File: src/rtl/qam_tx_pkg.sv
// Shared definitions for the QAM transmit path: oversampling ratio, FSM state
// encoding, pulse-shaping tap table and mapper-code-to-level decode.
package qam_tx_pkg;

   localparam int TX_OSR = 4;

   typedef enum logic {
      IDLE = 1'b0,
      RUN  = 1'b1
   } state_t;

   // 16-tap raised-cosine-like pulse, read polyphase as TAPS[4*k + phase]
   localparam logic signed [7:0] TAPS [16] = '{
      -8'sd2, -8'sd5, -8'sd6,  8'sd0,  8'sd14, 8'sd37, 8'sd63, 8'sd82,
       8'sd82, 8'sd63, 8'sd37, 8'sd14, 8'sd0, -8'sd6, -8'sd5, -8'sd2
   };

   function automatic logic signed [2:0] decode_level(input logic [1:0] code);
      logic signed [2:0] lvl;
      lvl = '0;
      case (code)
         2'b00:   lvl = -3'sd3;
         2'b01:   lvl = -3'sd1;
         2'b11:   lvl =  3'sd1;
         default: lvl =  3'sd3;
      endcase
      return lvl;
   endfunction

endpackage

File: src/rtl/qam_polyphase_mac.sv
// One rail of the polyphase pulse shaper: selects the four taps belonging to
// the given phase and accumulates them against the four most recent levels.
module qam_polyphase_mac
   import qam_tx_pkg::*;
(
   input  logic signed [2:0]  x0_i,
   input  logic signed [2:0]  x1_i,
   input  logic signed [2:0]  x2_i,
   input  logic signed [2:0]  x3_i,
   input  logic        [1:0]  phase_i,
   output logic signed [11:0] y_o
);

   logic signed [2:0]  lvl [4];
   logic signed [10:0] prod;
   logic signed [11:0] acc;
   logic        [3:0]  idx;

   assign lvl[0] = x0_i;
   assign lvl[1] = x1_i;
   assign lvl[2] = x2_i;
   assign lvl[3] = x3_i;

   // Tap index 4k+p is just {k, p} because OSR is 4
   always_comb begin
      acc  = '0;
      prod = '0;
      idx  = '0;
      for (int k = 0; k < 4; k++) begin
         idx  = {2'(k), phase_i};
         prod = 11'(TAPS[idx]) * 11'(lvl[k]);
         acc  = acc + 12'(prod);
      end
   end

   assign y_o = acc;

endmodule

File: src/rtl/qam_pulse_shaper.sv
// Oversampling QAM pulse shaper: accepts one I/Q symbol per OSR cycles and
// emits OSR filtered samples per symbol, starting the cycle after acceptance.
module qam_pulse_shaper
   import qam_tx_pkg::*;
#(
   parameter int OSR = 4,
   parameter int OW  = 12
) (
   input  logic                 clk,
   input  logic                 rst,
   input  logic                 en,
   input  logic                 sym_valid,
   output logic                 sym_ready,
   input  logic [1:0]           I_in,
   input  logic [1:0]           Q_in,
   output logic signed [OW-1:0] I_out,
   output logic signed [OW-1:0] Q_out,
   output logic                 out_valid
);

   localparam logic [1:0] LAST_PHASE = 2'(OSR - 1);

   state_t            state_q, state_d;
   logic [1:0]        phase_q, phase_d;
   logic signed [2:0] histI_q [4];
   logic signed [2:0] histI_d [4];
   logic signed [2:0] histQ_q [4];
   logic signed [2:0] histQ_d [4];
   logic              accept;
   logic signed [11:0] yI, yQ;
   logic              outValid_d;
   logic signed [OW-1:0] iOut_d, qOut_d;

   assign sym_ready = en && ((state_q == IDLE) || (phase_q == LAST_PHASE));
   assign accept    = sym_valid && sym_ready;

   always_comb begin
      state_d = state_q;
      phase_d = phase_q;
      histI_d = histI_q;
      histQ_d = histQ_q;
      if (accept) begin
         histI_d[3] = histI_q[2];
         histI_d[2] = histI_q[1];
         histI_d[1] = histI_q[0];
         histI_d[0] = decode_level(I_in);
         histQ_d[3] = histQ_q[2];
         histQ_d[2] = histQ_q[1];
         histQ_d[1] = histQ_q[0];
         histQ_d[0] = decode_level(Q_in);
         state_d    = RUN;
         phase_d    = '0;
      end else if (state_q == RUN) begin
         phase_d = phase_q + 2'd1;
         if (phase_q == LAST_PHASE) begin
            state_d = IDLE;
         end
      end
   end

   // The MACs see next-state history and phase so each sample lands in the
   // output register on the same edge that enters its phase.
   qam_polyphase_mac u_macI (
      .x0_i   (histI_d[0]),
      .x1_i   (histI_d[1]),
      .x2_i   (histI_d[2]),
      .x3_i   (histI_d[3]),
      .phase_i(phase_d),
      .y_o    (yI)
   );

   qam_polyphase_mac u_macQ (
      .x0_i   (histQ_d[0]),
      .x1_i   (histQ_d[1]),
      .x2_i   (histQ_d[2]),
      .x3_i   (histQ_d[3]),
      .phase_i(phase_d),
      .y_o    (yQ)
   );

   always_comb begin
      outValid_d = (state_d == RUN);
      iOut_d     = '0;
      qOut_d     = '0;
      if (outValid_d) begin
         iOut_d = OW'(yI);
         qOut_d = OW'(yQ);
      end
   end

   always_ff @(posedge clk or posedge rst) begin
      if (rst) begin
         state_q   <= IDLE;
         phase_q   <= '0;
         histI_q   <= '{default: '0};
         histQ_q   <= '{default: '0};
         I_out     <= '0;
         Q_out     <= '0;
         out_valid <= 1'b0;
      end else begin
         state_q   <= state_d;
         phase_q   <= phase_d;
         histI_q   <= histI_d;
         histQ_q   <= histQ_d;
         I_out     <= iOut_d;
         Q_out     <= qOut_d;
         out_valid <= outValid_d;
      end
   end

endmodule
File: config.mk
export PLATFORM = sky130hd
export DESIGN_NAME = qam_pulse_shaper
export DESIGN_NICKNAME = d
export VERILOG_FILES = /design/src/rtl/qam_tx_pkg.sv /design/src/rtl/qam_polyphase_mac.sv /design/src/rtl/qam_pulse_shaper.sv
export SDC_FILE = /design/constraint.sdc
export NUM_CORES = 1
export LEC_CHECK = 0
export ABC_AREA = 1
export BUFFER_PORTS_ARGS = -buffer_cell sky130_fd_sc_hd__buf_2
export CAP_MARGIN = 20
export CORE_ASPECT_RATIO = 0.7
export CORE_MARGIN = 5
export CORE_UTILIZATION = 55
export DETAILED_ROUTE_END_ITERATION = 10
export PLACE_DENSITY = 0.72
export SLEW_MARGIN = 20
export SYNTH_ARGS = -nofsm -noshare
export SYNTH_HDL_FRONTEND = slang
export SYNTH_SLANG_ARGS = --single-unit
File: constraint.sdc
create_clock -name clk -period 16.2 [get_ports clk]
set_clock_uncertainty 0.2 [all_clocks]
set_input_delay 1.62 -clock clk [delete_from_list [all_inputs] [get_ports clk]]
set_output_delay 1.62 -clock clk [all_outputs]
set_load 0.03 [all_outputs]
# ---- Word level (Yosys, flattened, before mapping)
# Memory sizes are Yosys's and may differ from the RTL's.
# Index checks and enable logic that the tools add are counted.
dict set report word_totals {
  register_bits 51
  romBits 512
  output_inout_bits 26
  elab_cells 69
  mem_count 4
}
# name depth word_bits read_ports rd_clocked_by_memory_dff wr line_no
set memory_table {}
lappend memory_table {{(name not given)} 16 8 1 0 0 qam_polyphase_mac.sv:31} ;# prod = 11'(TAPS[idx]) * 11'(lvl[k]);
lappend memory_table {{(name not given)} 16 8 1 0 0 qam_polyphase_mac.sv:31}
lappend memory_table {{(name not given)} 16 8 1 0 0 qam_polyphase_mac.sv:31}
lappend memory_table {{(name not given)} 16 8 1 0 0 qam_polyphase_mac.sv:31}
dict set report op_classes {
  addsub 7
  n_mul 8
  order_cmp 4
  n_eq_ne 5
  mux 19
  bitwise 5
  n_reduce_logical 5
}
# cell n
set op_table {}
lappend op_table {{$mul A8 B3 Y11} 8}
lappend op_table {{$mux W8} 8}
lappend op_table {{$add A12 B11 Y12} 4}
lappend op_table {{$mux W12} 4}
lappend op_table {{$add A11 B11 Y12} 2}
lappend op_table {{$ge A5 B5 Y1 const B} 4}
lappend op_table {{$pmux W3 S3} 2}
lappend op_table {{$not A4 Y5} 2}
lappend op_table {{$eq A2 B2 Y1 const B} 3}
lappend op_table {{$not A2 Y5} 1}
lappend op_table {{$not A3 Y5} 1}
lappend op_table {{$eq A2 B1 Y1 const B} 2}
lappend op_table {{$logic_not A2 Y1} 2}
lappend op_table {{$mux W2} 2}
lappend op_table {{$mux W1} 3}
lappend op_table {{$add A2 B1 Y2 const B} 1}
lappend op_table {{$logic_and A1 B1 Y1} 2}
lappend op_table {{$logic_or A1 B1 Y1} 1}
lappend op_table {{$not A1 Y1} 1}

# ---- Depth between registers and ports, before layout
# Gate-level depths: netlist of the first run.
dict set report logic_depth {
  ltp_word 14
  depth_mapped 33
  ltp_nobuf 28
}

# ---- Cells and area by module
# A second synthesis of the first run with hierarchy kept.
dict set report unflattened {
  cells_unflattened 1036
  area_unflattened_um2 8350.5
}
# module n_inst cells_each area_each_um2 seq_area_each_um2
set modules_own_cells {}
lappend modules_own_cells {{qam_polyphase_mac at u_macQ} 1 421 3206.8 0.0}
lappend modules_own_cells {{qam_polyphase_mac at u_macI} 1 404 3106.7 0.0}
lappend modules_own_cells {qam_pulse_shaper 1 211 2037.0 1276.2}

# ---- Worst setup path before layout of the first run
# Ideal clock, no wire load.
dict set report synth_timing {
  kind {input to register}
  startpoint {input sym_valid}
  endpoint {register Q_out[10]}
  t_arrival_ps 6548
  setup_slack_ps 9333
  stages 25
  cell_sequence {nand3_4 -> buf_12 -> clkbuf_8 -> nand2_2 -> inv_1 -> ha_1 -> clkbuf_1 -> nor2_1 -> fa_1 -> inv_1 -> fa_1 -> inv_1 -> fa_1 -> inv_1 -> fa_1 -> fa_1 -> inv_1 -> ha_1 -> nand2_1 -> nor3_1 -> nand3_2 -> nand2_2 -> nand2_1 -> a21oi_1 -> nor2_1}
}
dict set report synth_between {
  elab_chain_len 11
  word_cells_on_any_way 28
  cone_classes {add/sub (3); mul (4); mux (12); bitwise (4); reduce/logical (1); memory (4)}
}
# item line_no
set synth_rtl {}
lappend synth_rtl {{start, declared} qam_pulse_shaper.sv:12} ;# input logic sym_valid,
lappend synth_rtl {{$logic_and A1 B1 Y1 *} qam_pulse_shaper.sv:35} ;# assign accept = sym_valid && sym_ready;
lappend synth_rtl {{$mux W2 *} qam_pulse_shaper.sv:42} ;# if (accept) begin
lappend synth_rtl {{via phase_d[1]} qam_pulse_shaper.sv:24} ;# logic [1:0] phase_q, phase_d;
lappend synth_rtl {{$not A2 Y5 (not written as such) / $not A3 Y5 (equally long branches)} qam_polyphase_mac.sv:31}
lappend synth_rtl {{$mem_v2 Z16 W8} n/a}
lappend synth_rtl {{$mux W8 (2 in series)} n/a}
lappend synth_rtl {{$mul A8 B3 Y11} qam_polyphase_mac.sv:31}
lappend synth_rtl {{$add A11 B11 Y12} qam_polyphase_mac.sv:32} ;# acc = acc + 12'(prod);
lappend synth_rtl {{$add A12 B11 Y12} qam_polyphase_mac.sv:32}
lappend synth_rtl {{$add A12 B11 Y12 *} qam_polyphase_mac.sv:32}
lappend synth_rtl {{$mux W12 *} qam_pulse_shaper.sv:85} ;# if (outValid_d) begin
lappend synth_rtl {{via qOut_d[10]} qam_pulse_shaper.sv:32} ;# logic signed [OW-1:0] iOut_d, qOut_d;
lappend synth_rtl {{end signal, assigned} qam_pulse_shaper.sv:106} ;# Q_out <= qOut_d;
lappend synth_rtl {{end, declared} qam_pulse_shaper.sv:17} ;# output logic signed [OW-1:0] Q_out,
# Mark *: on every way through the listed nets, which the timed path passes. The rest lies on a longest branch. The select of a mux whose other input is x is not followed.

# ---- Final worst setup path of the first run
dict set report layout_timing {
  startpoint {input en}
  endpoint {register Q_out[11]}
}
dict set report layout_between {
  elab_chain_len 12
  word_cells_on_any_way 29
  cone_classes {add/sub (3); mul (4); mux (12); bitwise (4); reduce/logical (2); memory (4)}
}
# item line_no
set layout_rtl {}
lappend layout_rtl {{start, declared} qam_pulse_shaper.sv:11} ;# input logic en,
lappend layout_rtl {{$logic_and A1 B1 Y1 *} qam_pulse_shaper.sv:34} ;# assign sym_ready = en && ((state_q == IDLE) || (phase_q == LAST_PHASE));
lappend layout_rtl {{$logic_and A1 B1 Y1 *} qam_pulse_shaper.sv:35}
lappend layout_rtl {{$mux W2 *} qam_pulse_shaper.sv:42}
lappend layout_rtl {{via phase_d[1]} qam_pulse_shaper.sv:24}
lappend layout_rtl {{$not A2 Y5 (not written as such) / $not A3 Y5 (equally long branches)} qam_polyphase_mac.sv:31}
lappend layout_rtl {{$mem_v2 Z16 W8} n/a}
lappend layout_rtl {{$mux W8 (2 in series)} n/a}
lappend layout_rtl {{$mul A8 B3 Y11} qam_polyphase_mac.sv:31}
lappend layout_rtl {{$add A11 B11 Y12} qam_polyphase_mac.sv:32}
lappend layout_rtl {{$add A12 B11 Y12} qam_polyphase_mac.sv:32}
lappend layout_rtl {{$add A12 B11 Y12 *} qam_polyphase_mac.sv:32}
lappend layout_rtl {{$mux W12 *} qam_pulse_shaper.sv:85}
lappend layout_rtl {{via qOut_d[11]} qam_pulse_shaper.sv:32}
# Marked as above.

==> flow_summary.ini, run 1 <==
[critical_path]
cpMostUsedCell = inv_1
path_delay_family = adder cells
cp.arrival_ns = 7.67
crit_fanout = 32
crit_path_max_incr_delay_ns = 0.58
crit_buf_inv = 9
crit_type = input port to flip-flop
crit_required_ns = 16.20
worstSetupStartpointType = input port
cp-end-kind = flip-flop
crit_slowest_cell = fa_1

[global_routing]
grt_use_met3_pct = 5.78
grt_pass1_vias = 5462
met2_usage_pct = 29.5
overflow = 0
grt_pass1_wl_mm = 28.7
use_met1_pct = 35.9
grt_max_degree = 52
grt-busiest-layer = met1
grt_usage_pct = 22.1
antenna_found_initial = 0

[synth]
yosysWarnings = 0
synth-simple-area-share_pct = 15.3
yosysUniqueCellTypes = 43
synthAdderAreaFrac_pct = 47.3
synth.area.mux_share_pct = 0.144
synth-edff-count = 0
async_reset_ff_share_pct = 100
ys.flop_type = dfrtp_1
synth_xor_area_share_pct = 2.30
yosysSeqAreaShare_pct = 16.3
syn-cell-area_um2 = 7830
syn-instance-count = 858
syn_nets = 1077
synth_area_leaders = fa_1 36%, dfrtp_1 16%, ha_1 11%
synth_top_cell_area_share_pct = 35.8
synth_seq_cells = 51
synth_top_family_by_area = adder cells
syn_area_per_cell_um2 = 9.13
yosysTopAreaCell = fa_1
synth_compound_area_share_pct = 6.10

[routing]
drc = 0
drtAntennaViolNets = 0
num_vias = 5395
routed_wirelength_mm = 16.9
drtIter0Drc = 430
routedWlPerCell_um = 15.7
drt-vias-per-instance = 5.01
firstDrtPassIters = 5

[clocking]
cts_tree = done
cts_buffer_depth = 2
cts_buffers = 5
cts.sinks = 51
post_cts_buffers = 0
cts_root_buf = clkbuf_16
ctsHoldBuffers = 0
h-tree-depth = 2
clkTransAtPathRegs_ns = 0.07
ctsResizeCount = 0
clkLatencyLatePin_ns = 0.31

[placement]
gp_congestion = 0.921
dp_hpwl_mm = 14.1
dpl.cell_count = 1069
port_buffers = 33

[sta]
finalCritPeriodShare_pct = 47.3
max_freq_mhz = 130
setup_viol_count_final = 0
hold_violations = 0
rsz0062_at_grt = false
worst_pin_slew_ns = 0.701
drv_slew = 0
setup_tns_ns = 0
slew_headroom_pct = 53.2
fin_crit_ns = 7.66

[cells_and_area]
area_growth_pct = 5.72
fin_cells = 1076
antenna_cells = 0
seqCellArea_um2 = 1280
drive_gt1_share_pct = 12.3
final_common_cell = inv_1
multi_input_area_um2 = 5570
fillers = 1221
nets = 1105
layout_common_cells = 215 x inv_1, 140 x fa_1, 108 x nand2_1

[die]
die-area_um2 = 16800
die_h_um = 110
initial_core_util_pct = 56.3
pin_count = 34
rows = 36
coreArea_um2 = 13900
die_w_um = 153

[run]
maxCapViolCount = 0

[status]
status = finished, final reports clean

[min_path]
hold_path_class = flip-flop to flip-flop
-- synthesized netlist by cell type, drive strengths merged (7+ instances only) --
| cell | number |
|---|---|
| nand3 | 18 |
| dfrtp | 51 |
| inv | 232 |
| or2 | 15 |
| nand2 | 121 |
| fa | 140 |
| nor2 | 96 |
| a21oi | 32 |
| o21ai | 25 |
| clkbuf | 7 |
| ha | 71 |
| xnor2 | 12 |
-- flip-flops by register name, summed over array words and instances (netlist names) --
name     count
histQ_q     12
I_out       12
histI_q     12
state_q      1
Q_out       12
phase_q      2
-- stage by stage --
| step | setup slack, ns | hold WS [ns] | cell area (um2) | util (%) |
|---|---|---|---|---|
| after floorplan | 9.33 | 0.276 | 7830 | - |
| after global placement | 8.41 | 0.304 | 8130 | 58.4 |
| after detailed placement | 8.32 | 0.319 | 8130 | 58.4 |
| after CTS | 8.64 | 0.337 | 8280 | 59.5 |
| after global routing | 8.21 | 0.365 | 8280 | 59.5 |
| final | 8.54 | 0.340 | 8280 | 59.5 |
-- kinds of logic (layout without fill, tap and decap cells) --
logic type / count (synthesis) / in the layout
fa+ha+maj: 212 / 212
flops: 51 / 51
compound gates: 71 / 71
simple gates: 259 / 259
buf+inv: 245 / 273
xor+xnor: 19 / 19
mux: 1 / 1
-- worst reg2reg max path, delay by kind of cell, from the launching register on --
kind | cells | cell delay (ns)
fa+ha+maj | 8 | 3.35
flops | 1 | 0.41
simple gates | 11 | 1.69
buf+inv | 9 | 1.19
-- final timing paths --
| check | to | depth (start not counted) | from | slack (ns) |
|---|---|---|---|---|
| max reg2reg | Q_out[11]$_DFF_PP0_ | 28 | phase_q[0]$_DFF_PP0_ | 9.24 |
| min | histQ_q[9]$_DFF_PP0_ | 2 | histQ_q[9]$_DFF_PP0_ | 0.34 |
| max in group asynchronous | histQ_q[8]$_DFF_PP0_ | 3 | rst | 14.03 |
| min reg2reg | histQ_q[9]$_DFF_PP0_ | 2 | histQ_q[9]$_DFF_PP0_ | 0.34 |
| max | Q_out[11]$_DFF_PP0_ | 26 | en | 8.54 |
| min in group asynchronous | histQ_q[1]$_DFF_PP0_ | 3 | rst | 1.30 |
-- cell type report --
class	count	area share [%]
multi-input combinational	562	67.3
inverter	232	10.6
sequential	51	15.4
timing repair buffer	34	2.09
tap	190	2.87
clock buffer	6	1.68
clock inverter	1	0.106
-- layer usage --
metal	share of wire [%]	up-vias
met5	0	-
met4	1.0	0
met3	8.9	13
met2	38	164
met1	52	2638
li1	-	2580
Power of run 1 is left out: the tool's default activity adds up to more than one toggle a clock period on the data nets, which glitch-free logic cannot reach.
==> inputs of run 2 (changes only) <==
ABC_AREA = 0   (was 1)
PLACE_DENSITY = 0.75   (was 0.72)
clock period = 6.2 ns   (was 16.2 ns; I/O delays follow)
==> run 2 against run 1 <==
Effect of this change: critical path depth shrank 4; hold slack lost 0.033 ns; sequential cell count is the same; die area shrank 1.2%; sequential share of layout area shrank 0.96 points; routed wire length grew 5.7%; register-to-register slack lost 9.1 ns; final area grew 6.7%; non-clock buffer count grew 65; largest cell class unchanged.
==> flow_summary.ini, run 2 <==
[critical_path]
rrSetupSlack_ns = 0.17
reg2reg_depth = 22
crit_fanout = 6
rr_endpoint = Q_out[10]$_DFF_PP0_
worstSetupStartpointType = flip-flop
cp.arrival_ns = 6.06
crit_type = flip-flop to flip-flop
rr_startpoint = phase_q[0]$_DFF_PP0_
crit_required_ns = 6.23
cp-end-kind = flip-flop

[synth]
syn_nets = 1017
yosysUniqueCellTypes = 49
syn-instance-count = 798
synth.most_common_cell = inv_1
yosysSeqAreaShare_pct = 16.5
async_reset_ff_share_pct = 100
synth_area_leaders = fa_1 36%, dfrtp_1 17%, ha_1 11%
synth_seq_cells = 51
synth_top_cell_area_share_pct = 36.3
syn-cell-area_um2 = 7730
ys.flop_type = dfrtp_1
synth-edff-count = 0
synth_common_cells = 188 x inv_1, 140 x fa_1, 71 x ha_1
syn_area_per_cell_um2 = 9.69
yosysTopAreaCell = fa_1
yosysWarnings = 0

[routing]
routedWlPerCell_um = 16.6
drtAntennaViolNets = 0
drt-vias-per-instance = 5.12
firstDrtPassIters = 5
num_vias = 5508
drc = 0
routed_wirelength_mm = 17.8
drtIter0Drc = 409

[cells_and_area]
fin_cells = 1075
nets = 1103
layout_common_cells = 185 x inv_1, 140 x fa_1, 66 x buf_4
fin_util_pct = 63.8
fillers = 1085
antenna_cells = 0
drive_gt1_share_pct = 17.7
final_common_cell = inv_1
area_growth_pct = 14.2

[global_routing]
grt_usage_pct = 23.6
grt_max_degree = 52
antenna_found_initial = 0
grt_pass1_wl_mm = 29.6
overflow = 0
grt_pass1_vias = 5606

[clocking]
h-tree-depth = 2
clkLatencyLatePin_ns = 0.31
cts_root_buf = clkbuf_16
cts_buffers = 5
cts_tree = done
ctsHoldBuffers = 0
clkTransAtPathRegs_ns = 0.08
cts_buffer_depth = 2
cts.sinks = 51

[die]
die_w_um = 152
die-area_um2 = 16600
rows = 36
coreArea_um2 = 13800
pin_count = 34
die_h_um = 109
initial_core_util_pct = 55.9

[sta]
hold_violations = 0
setup_viol_count_final = 0
fin_crit_ns = 6.03
drv_slew = 0
max_freq_mhz = 166
setup_tns_ns = 0
worst_pin_slew_ns = 0.710
finalCritPeriodShare_pct = 97.3
slew_headroom_pct = 52.6
rsz0062_at_grt = true

[placement]
dpl.cell_count = 1066
port_buffers = 33
dp_hpwl_mm = 14.8
gp_congestion = 0.929

[status]
status = finished, final reports clean

[run]
maxCapViolCount = 0

[min_path]
hold_path_class = input port to asynchronous set/reset pin
==> run 2: cell types whose count changed after synthesis, sizes merged, moves of 18 or more <==
cell    change
nor2b      +18
o21ai      -20
nand2      -57
inv        -44
nand2b     +18
nor2       -35
==> run 2: cells by family after synthesis <==
group                      after synthesis  share of synthesized area [%]
DFF                                     51                           16.5
muxes                                   18                           2.61
buffers and inverters                  208                           10.4
adders and majority gates              211                           47.8
and+or+nand+nor                        222                           14.6
AOI/OAI and AO/OA                       59                           4.81
xor gates and xnor gates                29                           3.29
==> run 2: stage by stage <==
stage               instance area [um2]  setup slack [ns]  hold WS, ns
global placement                   8560          -0.00828        0.359
global route                       8830           -0.0199        0.372
floorplan                          7780            0.0458        0.281
finish                             8830             0.168        0.307
CTS                                8710            0.0294        0.327
detailed placement                 8560           -0.0606        0.370
==> run 2: what timing repair did <==
action,CTS,global route
gates resized for setup,1,23
endpoints found under the setup margin,2,13
buffers inserted,0,1
==> run 2: critical path, cell delays in order (launching register included) <==
cell and delay (ns):
dfrtp_1 0.41, ha_2 0.28, mux2_2 0.28, nand2_2 0.16, ha_1 0.29, buf_4 0.18, nor2_1 0.16, inv_1 0.11
fa_1 0.48, fa_1 0.50, inv_1 0.05, fa_1 0.49, inv_1 0.05, fa_1 0.45, fa_1 0.49, inv_1 0.04
ha_1 0.32, nand3b_1 0.10, a21oi_1 0.06, nor2_1 0.22, a22oi_2 0.13, a31oi_1 0.27, mux2i_1 0.23
==> run 2: layout make-up <==
cell class / instances / area (um2) / share of cell area (%)
Multi-Input combinational cell: 539 / 5800 / 65.6
Sequential cell: 51 / 1280 / 14.5
Clock buffer: 6 / 139 / 1.57
Clock inverter: 2 / 13.8 / 0.156
Inverter: 188 / 706 / 7.99
Tap cell: 190 / 238 / 2.69
Timing Repair Buffer: 99 / 661 / 7.48
==> run 2: metal layers <==
layer  track usage [%]  vias to the layer above  wire length (um)
li1                  -                     2579                 -
met1              37.6                     2751              8750
met2              32.1                      163              7410
met3              6.44                       15              1490
met4              4.55                        0               190
met5                 0                        -                 0
==> run 2: worst max path at each step <==
| stage | to | slack [ns] | from | cells past startpoint |
|---|---|---|---|---|
| 3_3_place_gp | Q_out[11]$_DFF_PP0_ | -0.008 | en | 20 |
| 4_1_cts | Q_out[11]$_DFF_PP0_ | 0.03 | phase_q[0]$_DFF_PP0_ | 20 |
| 5_1_grt | I_out[11]$_DFF_PP0_ | -0.02 | phase_q[0]$_DFF_PP0_ | 20 |
| 2_1_floorplan | I_out[11]$_DFF_PP0_ | 0.05 | sym_valid | 24 |
| 3_5_place_dp | Q_out[11]$_DFF_PP0_ | -0.06 | en | 20 |
| 6_report | Q_out[10]$_DFF_PP0_ | 0.17 | phase_q[0]$_DFF_PP0_ | 22 |
Power of run 2 is left out for the same reason.
